`src/rtl/sseg_scan_capture.sv`:
```
// -----------------------------------------------------------------------------
// sseg_scan_capture
//
// Watches the multiplexed drive lines of a seven-segment display and rebuilds
// the number being shown. Each digit position must hold steady for a few
// cycles before its pattern is decoded and stored into a per-digit slot. Once
// every slot has been captured, the whole frame is published at once together
// with a sign flag and a legality flag. A watchdog raises 'stale' when no
// frame has been published for a long time.
//
// Parameters
//   NUM_DIGITS     number of multiplexed digits (2..8)
//   STABLE_CYCLES  cycles a digit must be held before it is captured (1..255)
//   TIMEOUT_CYCLES cycles without a published frame before 'stale' (>= 2)
//
// Ports
//   clk           rising-edge clock
//   rst           synchronous active-high reset
//   segs          active-low segment pattern, bit 6 = g .. bit 0 = a
//   an            active-low digit enables, an[i] = 0 selects digit i
//   value         published hex digits, digit i in bits [4i+3:4i]
//   neg           published frame carries a minus sign on the top digit
//   valid         every digit of the published frame decoded legally
//   frame_strobe  one-cycle pulse in the cycle value/neg/valid change
//   stale         no frame published within TIMEOUT_CYCLES
// -----------------------------------------------------------------------------
module sseg_scan_capture #(
    parameter int NUM_DIGITS     = 4,
    parameter int STABLE_CYCLES  = 4,
    parameter int TIMEOUT_CYCLES = 1000000
) (
    input  logic                      clk,
    input  logic                      rst,
    input  logic [6:0]                segs,
    input  logic [NUM_DIGITS-1:0]     an,
    output logic [4*NUM_DIGITS-1:0]   value,
    output logic                      neg,
    output logic                      valid,
    output logic                      frame_strobe,
    output logic                      stale
);

    localparam int IDX_W = $clog2(NUM_DIGITS);
    localparam int CW    = $clog2(STABLE_CYCLES + 1);
    localparam int TW    = $clog2(TIMEOUT_CYCLES + 1);

    localparam logic [IDX_W-1:0] LAST_IDX   = IDX_W'(NUM_DIGITS - 1);
    localparam logic [CW-1:0]    STABLE_MAX = CW'(STABLE_CYCLES);
    localparam logic [CW-1:0]    CAPTURE_AT = CW'(STABLE_CYCLES - 1);
    localparam logic [TW-1:0]    TIMEOUT_AT = TW'(TIMEOUT_CYCLES);

    // Result of decoding one segment pattern.
    typedef struct packed {
        logic [3:0] digit;
        logic       minus;
        logic       legal;
    } dec_t;

    // Maps an active-low segment pattern to a hex digit. Minus and blank are
    // legal and read as 0; anything else is illegal and also reads as 0.
    function automatic dec_t decode(input logic [6:0] s);
        dec_t d;
        d = '{digit: 4'h0, minus: 1'b0, legal: 1'b1};
        case (s)
            7'b1000000: d.digit = 4'h0;
            7'b1111001: d.digit = 4'h1;
            7'b0100100: d.digit = 4'h2;
            7'b0110000: d.digit = 4'h3;
            7'b0011001: d.digit = 4'h4;
            7'b0010010: d.digit = 4'h5;
            7'b0000010: d.digit = 4'h6;
            7'b1111000: d.digit = 4'h7;
            7'b0000000: d.digit = 4'h8;
            7'b0011000: d.digit = 4'h9;
            7'b0001000: d.digit = 4'hA;
            7'b0000011: d.digit = 4'hB;
            7'b1000110: d.digit = 4'hC;
            7'b0100001: d.digit = 4'hD;
            7'b0000110: d.digit = 4'hE;
            7'b0001110: d.digit = 4'hF;
            7'b0111111: d.minus = 1'b1;
            7'b1111111: d.legal = 1'b1;
            default:    d.legal = 1'b0;
        endcase
        return d;
    endfunction

    // Previous-cycle samples used to detect any change on the display lines.
    logic [NUM_DIGITS-1:0] prev_an_q;
    logic [6:0]            prev_segs_q;

    // Dwell counter for the currently selected digit.
    logic [CW-1:0]         stab_q, stab_d;

    // Per-digit capture slots for the frame being assembled.
    logic [3:0]            slot_digit_q [NUM_DIGITS];
    logic [NUM_DIGITS-1:0] slot_minus_q;
    logic [NUM_DIGITS-1:0] slot_bad_q;
    logic [NUM_DIGITS-1:0] captured_q, captured_d;

    // Published frame.
    logic [4*NUM_DIGITS-1:0] value_q;
    logic                    neg_q;
    logic                    valid_q;
    logic                    strobe_q;

    // Watchdog.
    logic [TW-1:0]         tcnt_q, tcnt_d;
    logic                  stale_q, stale_d;

    // Combinational helpers.
    logic                  changed;
    logic                  qualified;
    logic [IDX_W-1:0]      sel_idx;
    logic                  capture;
    logic                  sel_bad;
    logic                  frame_done;
    dec_t                  dec;

    // NOTE: every variable assigned here gets a default before any branch so
    // no path leaves it unassigned and no latch is inferred.
    always_comb begin
        changed   = (an != prev_an_q) || (segs != prev_segs_q);
        // Exactly one active-low enable must be asserted to trust the sample.
        qualified = ($countones(~an) == 1);

        sel_idx = '0;
        for (int i = 0; i < NUM_DIGITS; i++) begin
            if (!an[i]) begin
                sel_idx = IDX_W'(i);
            end
        end

        if (changed || !qualified) begin
            stab_d = '0;
        end else if (stab_q < STABLE_MAX) begin
            stab_d = stab_q + 1'b1;
        end else begin
            stab_d = stab_q;
        end

        // Fire only on the edge where the counter arrives at the capture
        // point; saturation above that point guarantees one capture per dwell.
        // The 'changed' term covers STABLE_CYCLES = 1, where the capture point
        // is the cleared value itself.
        capture = qualified && (stab_d == CAPTURE_AT) &&
                  (changed || (stab_q != CAPTURE_AT));

        dec     = decode(segs);
        // A minus sign is only meaningful on the most significant digit.
        sel_bad = !dec.legal || (dec.minus && (sel_idx != LAST_IDX));

        frame_done = &captured_q;

        // Completion empties the frame; a capture on the same edge seeds the
        // next frame.
        captured_d = frame_done ? '0 : captured_q;
        if (capture) begin
            captured_d[sel_idx] = 1'b1;
        end

        if (frame_done) begin
            tcnt_d = '0;
        end else if (tcnt_q < TIMEOUT_AT) begin
            tcnt_d = tcnt_q + 1'b1;
        end else begin
            tcnt_d = tcnt_q;
        end
        // Cleared on the edge that raises frame_strobe, so both are never
        // high together.
        stale_d = !frame_done && (tcnt_d == TIMEOUT_AT);
    end

    // NOTE: state is updated with non-blocking assignments so every register
    // samples the pre-edge value of every other register.
    always_ff @(posedge clk) begin
        if (rst) begin
            prev_an_q    <= '0;
            prev_segs_q  <= '0;
            stab_q       <= '0;
            captured_q   <= '0;
            slot_minus_q <= '0;
            slot_bad_q   <= '0;
            // NOTE: the slot array is reset explicitly so a frame can never
            // publish contents left over from before the reset.
            for (int i = 0; i < NUM_DIGITS; i++) begin
                slot_digit_q[i] <= '0;
            end
            value_q      <= '0;
            neg_q        <= 1'b0;
            valid_q      <= 1'b0;
            strobe_q     <= 1'b0;
            tcnt_q       <= '0;
            stale_q      <= 1'b0;
        end else begin
            prev_an_q   <= an;
            prev_segs_q <= segs;
            stab_q      <= stab_d;
            captured_q  <= captured_d;
            tcnt_q      <= tcnt_d;
            stale_q     <= stale_d;
            strobe_q    <= frame_done;

            if (capture) begin
                slot_digit_q[sel_idx] <= dec.digit;
                slot_minus_q[sel_idx] <= dec.minus;
                slot_bad_q[sel_idx]   <= sel_bad;
            end

            // Publish reads the slots before any same-edge capture lands.
            if (frame_done) begin
                for (int i = 0; i < NUM_DIGITS; i++) begin
                    value_q[4*i +: 4] <= slot_digit_q[i];
                end
                neg_q   <= slot_minus_q[NUM_DIGITS-1];
                valid_q <= ~|slot_bad_q;
            end
        end
    end

    assign value        = value_q;
    assign neg          = neg_q;
    assign valid        = valid_q;
    assign frame_strobe = strobe_q;
    assign stale        = stale_q;

endmodule
```
`config.mk`:
```
export PLATFORM = sky130hd
export DESIGN_NAME = sseg_scan_capture
export DESIGN_NICKNAME = d
export VERILOG_FILES = /design/src/rtl/sseg_scan_capture.sv
export SDC_FILE = /design/constraint.sdc
export NUM_CORES = 1
export LEC_CHECK = 0
export CAP_MARGIN = 20
export CORE_MARGIN = 2
export CORE_UTILIZATION = 50
export DETAILED_ROUTE_END_ITERATION = 16
export PLACE_DENSITY = 0.67
export SLEW_MARGIN = 20
export SYNTH_ARGS = -nofsm -noshare
export SYNTH_HDL_FRONTEND = slang
export SYNTH_SLANG_ARGS = --single-unit
```
`constraint.sdc`:
```
create_clock -name clk -period 9.15 [get_ports clk]
set_input_delay 2.2875 -clock clk [delete_from_list [all_inputs] [get_ports clk]]
set_output_delay 2.2875 -clock clk [all_outputs]
set_load 0.03 [all_outputs]
```
Yosys cells after proc, flatten, opt, wreduce, memory -nomap -nowiden
Memories as Yosys holds them, arrays and structs flattened. A register that Yosys moved wholly into a read port is not among the register bits.
Index checks and enable logic that the tools add are counted.
{"block": "word_totals", "elab_cells": 89, "memories": 1, "out_inout_bits": 20, "reg_bits": 50, "ram_bits": 16}
{"memory": "slot_digit_q", "depth": 4, "width": 4, "rd": 4, "rd_ports_with_merged_regs": 4, "wr": 4, "line_no": "96", "rtl": "logic [3:0] slot_digit_q [NUM_DIGITS];"}
{"block": "classes", "bitwise_logic": 2, "n_reduce_logical": 18, "muxes": 24, "order_cmp": 4, "n_eq_ne": 24, "addsub": 5}
{"cell": "4-bit one-hot mux with 15 select lines", "n": 1}
{"cell": "20-bit two-way mux", "n": 2}
{"cell": "7-bit == test (second input constant)", "n": 5}
{"cell": "7-bit by 6-bit == test with 1-bit output (second input constant)", "n": 4}
{"cell": "7-bit by 5-bit == test with 1-bit output (second input constant)", "n": 3}
{"cell": "20-bit by 1-bit adder with 20-bit output (second input constant)", "n": 1}
{"cell": "20-bit == test (second input constant)", "n": 1}
{"cell": "20-bit less-than comparator (second input constant)", "n": 1}
{"cell": "18-bit OR reduction", "n": 1}
{"cell": "7-bit by 2-bit == test with 1-bit output (second input constant)", "n": 2}
{"cell": "7-bit by 4-bit == test with 1-bit output (second input constant)", "n": 2}
{"cell": "4-bit two-way mux", "n": 3}
{"cell": "1-bit two-way mux", "n": 10}
{"cell": "4-bit bitwise mux", "n": 2}
{"cell": "4-bit OR reduction", "n": 2}
{"cell": "7-bit by 3-bit == test with 1-bit output (second input constant)", "n": 1}
{"cell": "7-bit logical NOT", "n": 1}
{"cell": "7-bit inequality test", "n": 1}
{"cell": "2-bit two-way mux", "n": 3}
{"cell": "3-bit two-way mux", "n": 2}
{"cell": "1-bit logical AND", "n": 5}
{"cell": "1-bit by 1-bit adder with 2-bit output", "n": 2}
{"cell": "1-bit logical NOT", "n": 4}
{"cell": "1-bit logical OR", "n": 4}
{"cell": "other kinds (14)", "n": 14}

Logic depth before layout (Yosys ltp)
{"block": "logic_depth", "depth_word": 15, "ltp_mapped": 10, "mapped_depth_nobuf": 10}

Least setup slack after synthesis
OpenSTA, ideal clock, no wires.
{"block": "synth_timing", "kind": "input to register", "from": "input an[0]", "to": "memory slot_digit_q[0][0], enable pin", "t_arrival_ns": 4.688, "setup_ns": 0.310, "n_path_buf": 0, "setup_slack_ns": 4.152, "required_time_ns": 8.840, "path_stages": 10, "path_cell_list": "fa_1 inv_1 ha_1 ha_1 nor3b_1 nand3_1 nor4_4 and3_1 nand3_1 nand2b_1"}
{"item": "from (decl)", "line_no": "35", "rtl": "input logic [NUM_DIGITS-1:0] an,"}
{"item": "to (decl)", "line_no": "96"}

==> results.sh <==
export IMPL_reg2reg_to="stale"
export IMPL_track_usage_pct=20.0
export IMPL_synthToLayoutAreaGrowth_pct=13.7
export IMPL_worst_setup_path_startpoint="an[1]"
export IMPL_initial_core_util_pct=52.2
export IMPL_clk_buf_depth=2
export IMPL_placeableCoreArea_um2=7330
export IMPL_number_of_hold_repair_buffers_added_at_the_cts_stage=0
export IMPL_ys_seq_area_share_pct=45.5
export IMPL_rr_startpoint="captured_q[2]"
export IMPL_worst_hold_margin_ns=0.455
export IMPL_power_combinational_fraction_pct=6.6
export IMPL_diodes=0
export IMPL_design_power_total_mw=0.677
export IMPL_cts_bufs_inserted=9
export IMPL_max_cap_violations=0
export IMPL_final_cell_count_no_fill=540
export IMPL_postCtsSetupRepairBufs=0
export IMPL_drcViolationCount=0
export IMPL_initial_antenna_violation_count=0
export IMPL_use_met1_pct=27.1
export IMPL_numPlacedInstances=524
export IMPL_highest_ir_drop_seen_on_vdd_v=0.000104
export IMPL_power_density_nw_per_um2=155
export IMPL_global_route_peak_usage_layer="met2"
export IMPL_viasPerCell=5.51
export IMPL_grt_first_pass_wirelength_mm=13.6
export IMPL_ctsRootBufferMaster="clkbuf_8"
export IMPL_timing_setup_critical_path_class="input port to register"
export IMPL_cts_tree="built"
export IMPL_full_die_area_um2=8370
export IMPL_routabilityCongestion=0.813
export IMPL_finalCritPeriodShare_pct=60.1
export IMPL_cts_htree_levels=3
export IMPL_first_global_vias=2839
export IMPL_setup_tns_final_ns=0
export IMPL_detailed_place_hpwl_mm=5.38
export IMPL_num_nets_final=454
export IMPL_grt_overflow_total=0
export IMPL_later_pin_clock_latency_in_the_skew_report_ns=0.35
export IMPL_drt_first_pass_iters=4
export IMPL_timing_hold_worst_class="register to register"
export IMPL_worstPathRequired_ns=9.19
export IMPL_clkPwrFrac_pct=39.4
export IMPL_setup_violations=0
export IMPL_worst_setup_ep="slot_digit_q[0][2]"
export IMPL_drive_above_1_share_pct=6.35
export IMPL_worstPathArrival_ns=5.54
export IMPL_yosys_most_used_dff="dfxtp_1"
export IMPL_unrepaired_setup_endpoints_after_global_routing="false"
export IMPL_sequentialPowerShare_pct=54.0
export IMPL_r2r_cells=5
export IMPL_leakage_nw=1.57
export IMPL_relSlewSlack_pct=35.5
export IMPL_wl_per_cell_um=14.8
export IMPL_synth_cell_area_um2=3830
export IMPL_status="completed"
export IMPL_number_of_enable_flip_flop_cells_after_synthesis=16
export IMPL_totalWireLength_mm=8.01
export IMPL_postSynthAreaPerCell_um2=9.12
export IMPL_synth_net_count=438
export IMPL_multiInputGateArea_um2=1900
export IMPL_vias=2977
export IMPL_std_cell_rows=31
export IMPL_switching_share_of_power_pct=22.9
export IMPL_slew_violations=0
export IMPL_detail_route_iter0_violations=128
export IMPL_proportion_of_register_bits_with_asynchronous_set_or_reset_after_synthesis_pct=0
export IMPL_timing_final_hold_violations=0
export IMPL_use_met2_pct=31.7
export IMPL_p_switching_mw=0.155
export IMPL_fin_util_pct=59.4
export IMPL_clock_skew_final_ns=0.0142
export IMPL_ys_seq_elements=79
export IMPL_synth_cell_types=64
export IMPL_clkSlewWorstSetupHoldPaths_ns=0.08
export IMPL_mapped_cells=420
export IMPL_number_of_port_buffers=32
export IMPL_antenna_violating_nets_post_route=0
export IMPL_most_common_cell_after_layout_fill_and_taps_aside="dfxtp_1"
export IMPL_internal_power_mw=0.522
export IMPL_die_x_um=91.5
export IMPL_post_cts_resized=0
export IMPL_yosys_warnings=0
export IMPL_least_margin_pin_slew_ns=0.964
export IMPL_fmax_mhz=182
export IMPL_period_minus_slack_ns=5.49
export IMPL_grt_start_max_net_pins=50
export IMPL_ff2ff_setup_slack_ns=6.56
export IMPL_ios=33
export IMPL_critPathMaxFanout=6
export IMPL_die_height_um=91.5
export IMPL_regArea_um2=1740
export IMPL_critPathCaptureType="register"
export IMPL_timing_critical_path_from_type="input port"
export IMPL_n_fill_cell=672
export IMPL_gr_usage_met3_pct=3.98
export IMPL_most_used_cells_in_the_layout_excluding_fill_and_tap_cells="dfxtp_1 (63), nand2_1 (51), nor2_1 (46)"
export IMPL_numClockSinks=79
synth_stat cells, types with 5 or more instances:
| library cell | count | area (µm²) |
|---|---|---|
| xor2_1 | 12 | 105 |
| clkbuf_1 | 14 | 52.6 |
| mux2i_1 | 6 | 60.1 |
| dfxtp_1 | 63 | 1260 |
| nor3_1 | 8 | 40.0 |
| and3_1 | 5 | 31.3 |
| nand2b_1 | 9 | 56.3 |
| inv_1 | 13 | 48.8 |
| nor2b_1 | 11 | 68.8 |
| nor4_1 | 5 | 31.3 |
| a31oi_1 | 5 | 31.3 |
| xnor2_1 | 18 | 158 |
| nand2_1 | 51 | 191 |
| nor2_1 | 46 | 173 |
| nand4_1 | 14 | 87.6 |
| edfxtp_1 | 16 | 480 |
| nand3_1 | 9 | 45.0 |
| and4_1 | 5 | 43.8 |
| buf_2 | 7 | 35.0 |
| a21oi_1 | 27 | 135 |
stage by stage:
step                worst slack [ns]  cell area, µm²
floorplan                       4.15            3830
global placement                3.41            4140
detailed placement              3.29            4140
CTS                             3.67            4350
global route                    3.33            4350
finish                          3.66            4350
sequential cells by signal (all words and copies together), names as in the netlist:
name and cells:
slot_bad_q 4, frame_strobe 1, tcnt_q 20, neg 1
value 16, prev_segs_q 7, valid 1, slot_digit_q 16
stab_q 3, prev_an_q 4, captured_q 4, slot_minus_q 1
stale 1
area by class of cell:
cell class	instances	share of cell area (%)
tap	99	2.85
inverter	13	1.12
clock buffer	11	3.51
clock inverter	5	1.29
sequential	79	40.0
timing repair buffer	33	7.53
multi-input combinational	300	43.7
metal layers:
| layer | vias to the layer above | wire length, µm |
|---|---|---|
| li1 | 1517 | - |
| met3 | 12 | 318 |
| met4 | 0 | 144 |
| met2 | 61 | 3740 |
| met5 | - | 0 |
| met1 | 1387 | 3810 |
critical path, cell delays in order:
cell             delay, ns
clkdlybuf4s50_1       0.55
fa_1                  0.55
inv_1                 0.04
ha_1                  0.17
ha_1                  0.26
nor3b_1               0.30
nand3_1               0.17
nor4_4                0.43
and3_1                0.30
nand3_1               0.22
nand2b_1              0.23
logic make-up (layout without fill, tap and decap cells):
| kind of cell | count (synthesis) | count (layout) | share of synthesized area [%] |
|---|---|---|---|
| AO/OA/AOI/OAI | 64 | 64 | 10.9 |
| XOR/XNOR | 30 | 30 | 6.86 |
| adder cells (fa/ha/maj) | 5 | 5 | 1.83 |
| buffers and inverters | 41 | 62 | 4.84 |
| flip-flops | 79 | 79 | 45.5 |
| multiplexers | 6 | 6 | 1.57 |
| AND/OR/NAND/NOR | 195 | 195 | 28.5 |
worst min path at each step:
stage	to	cells past startpoint	slack, ns	from
finish	value[1]	2	0.45	value[1]
global route	value[1]	2	0.47	value[1]
CTS	value[1]	2	0.46	value[1]
detailed placement	value[1]	2	0.45	value[1]
global placement	slot_bad_q[2]	2	0.44	slot_bad_q[2]
floorplan	slot_bad_q[2]	2	0.43	slot_bad_q[2]
power by group through the flow:
stage	combinational, mW	clock (mW)	sequential (mW)
floorplan	0.0314	0	0.372
global placement	0.0437	0	0.373
detailed placement	0.0445	0	0.373
CTS	0.0446	0.273	0.365
global route	0.0501	0.285	0.366
finish	0.0447	0.267	0.365
(Power assumes the default switching activity.)
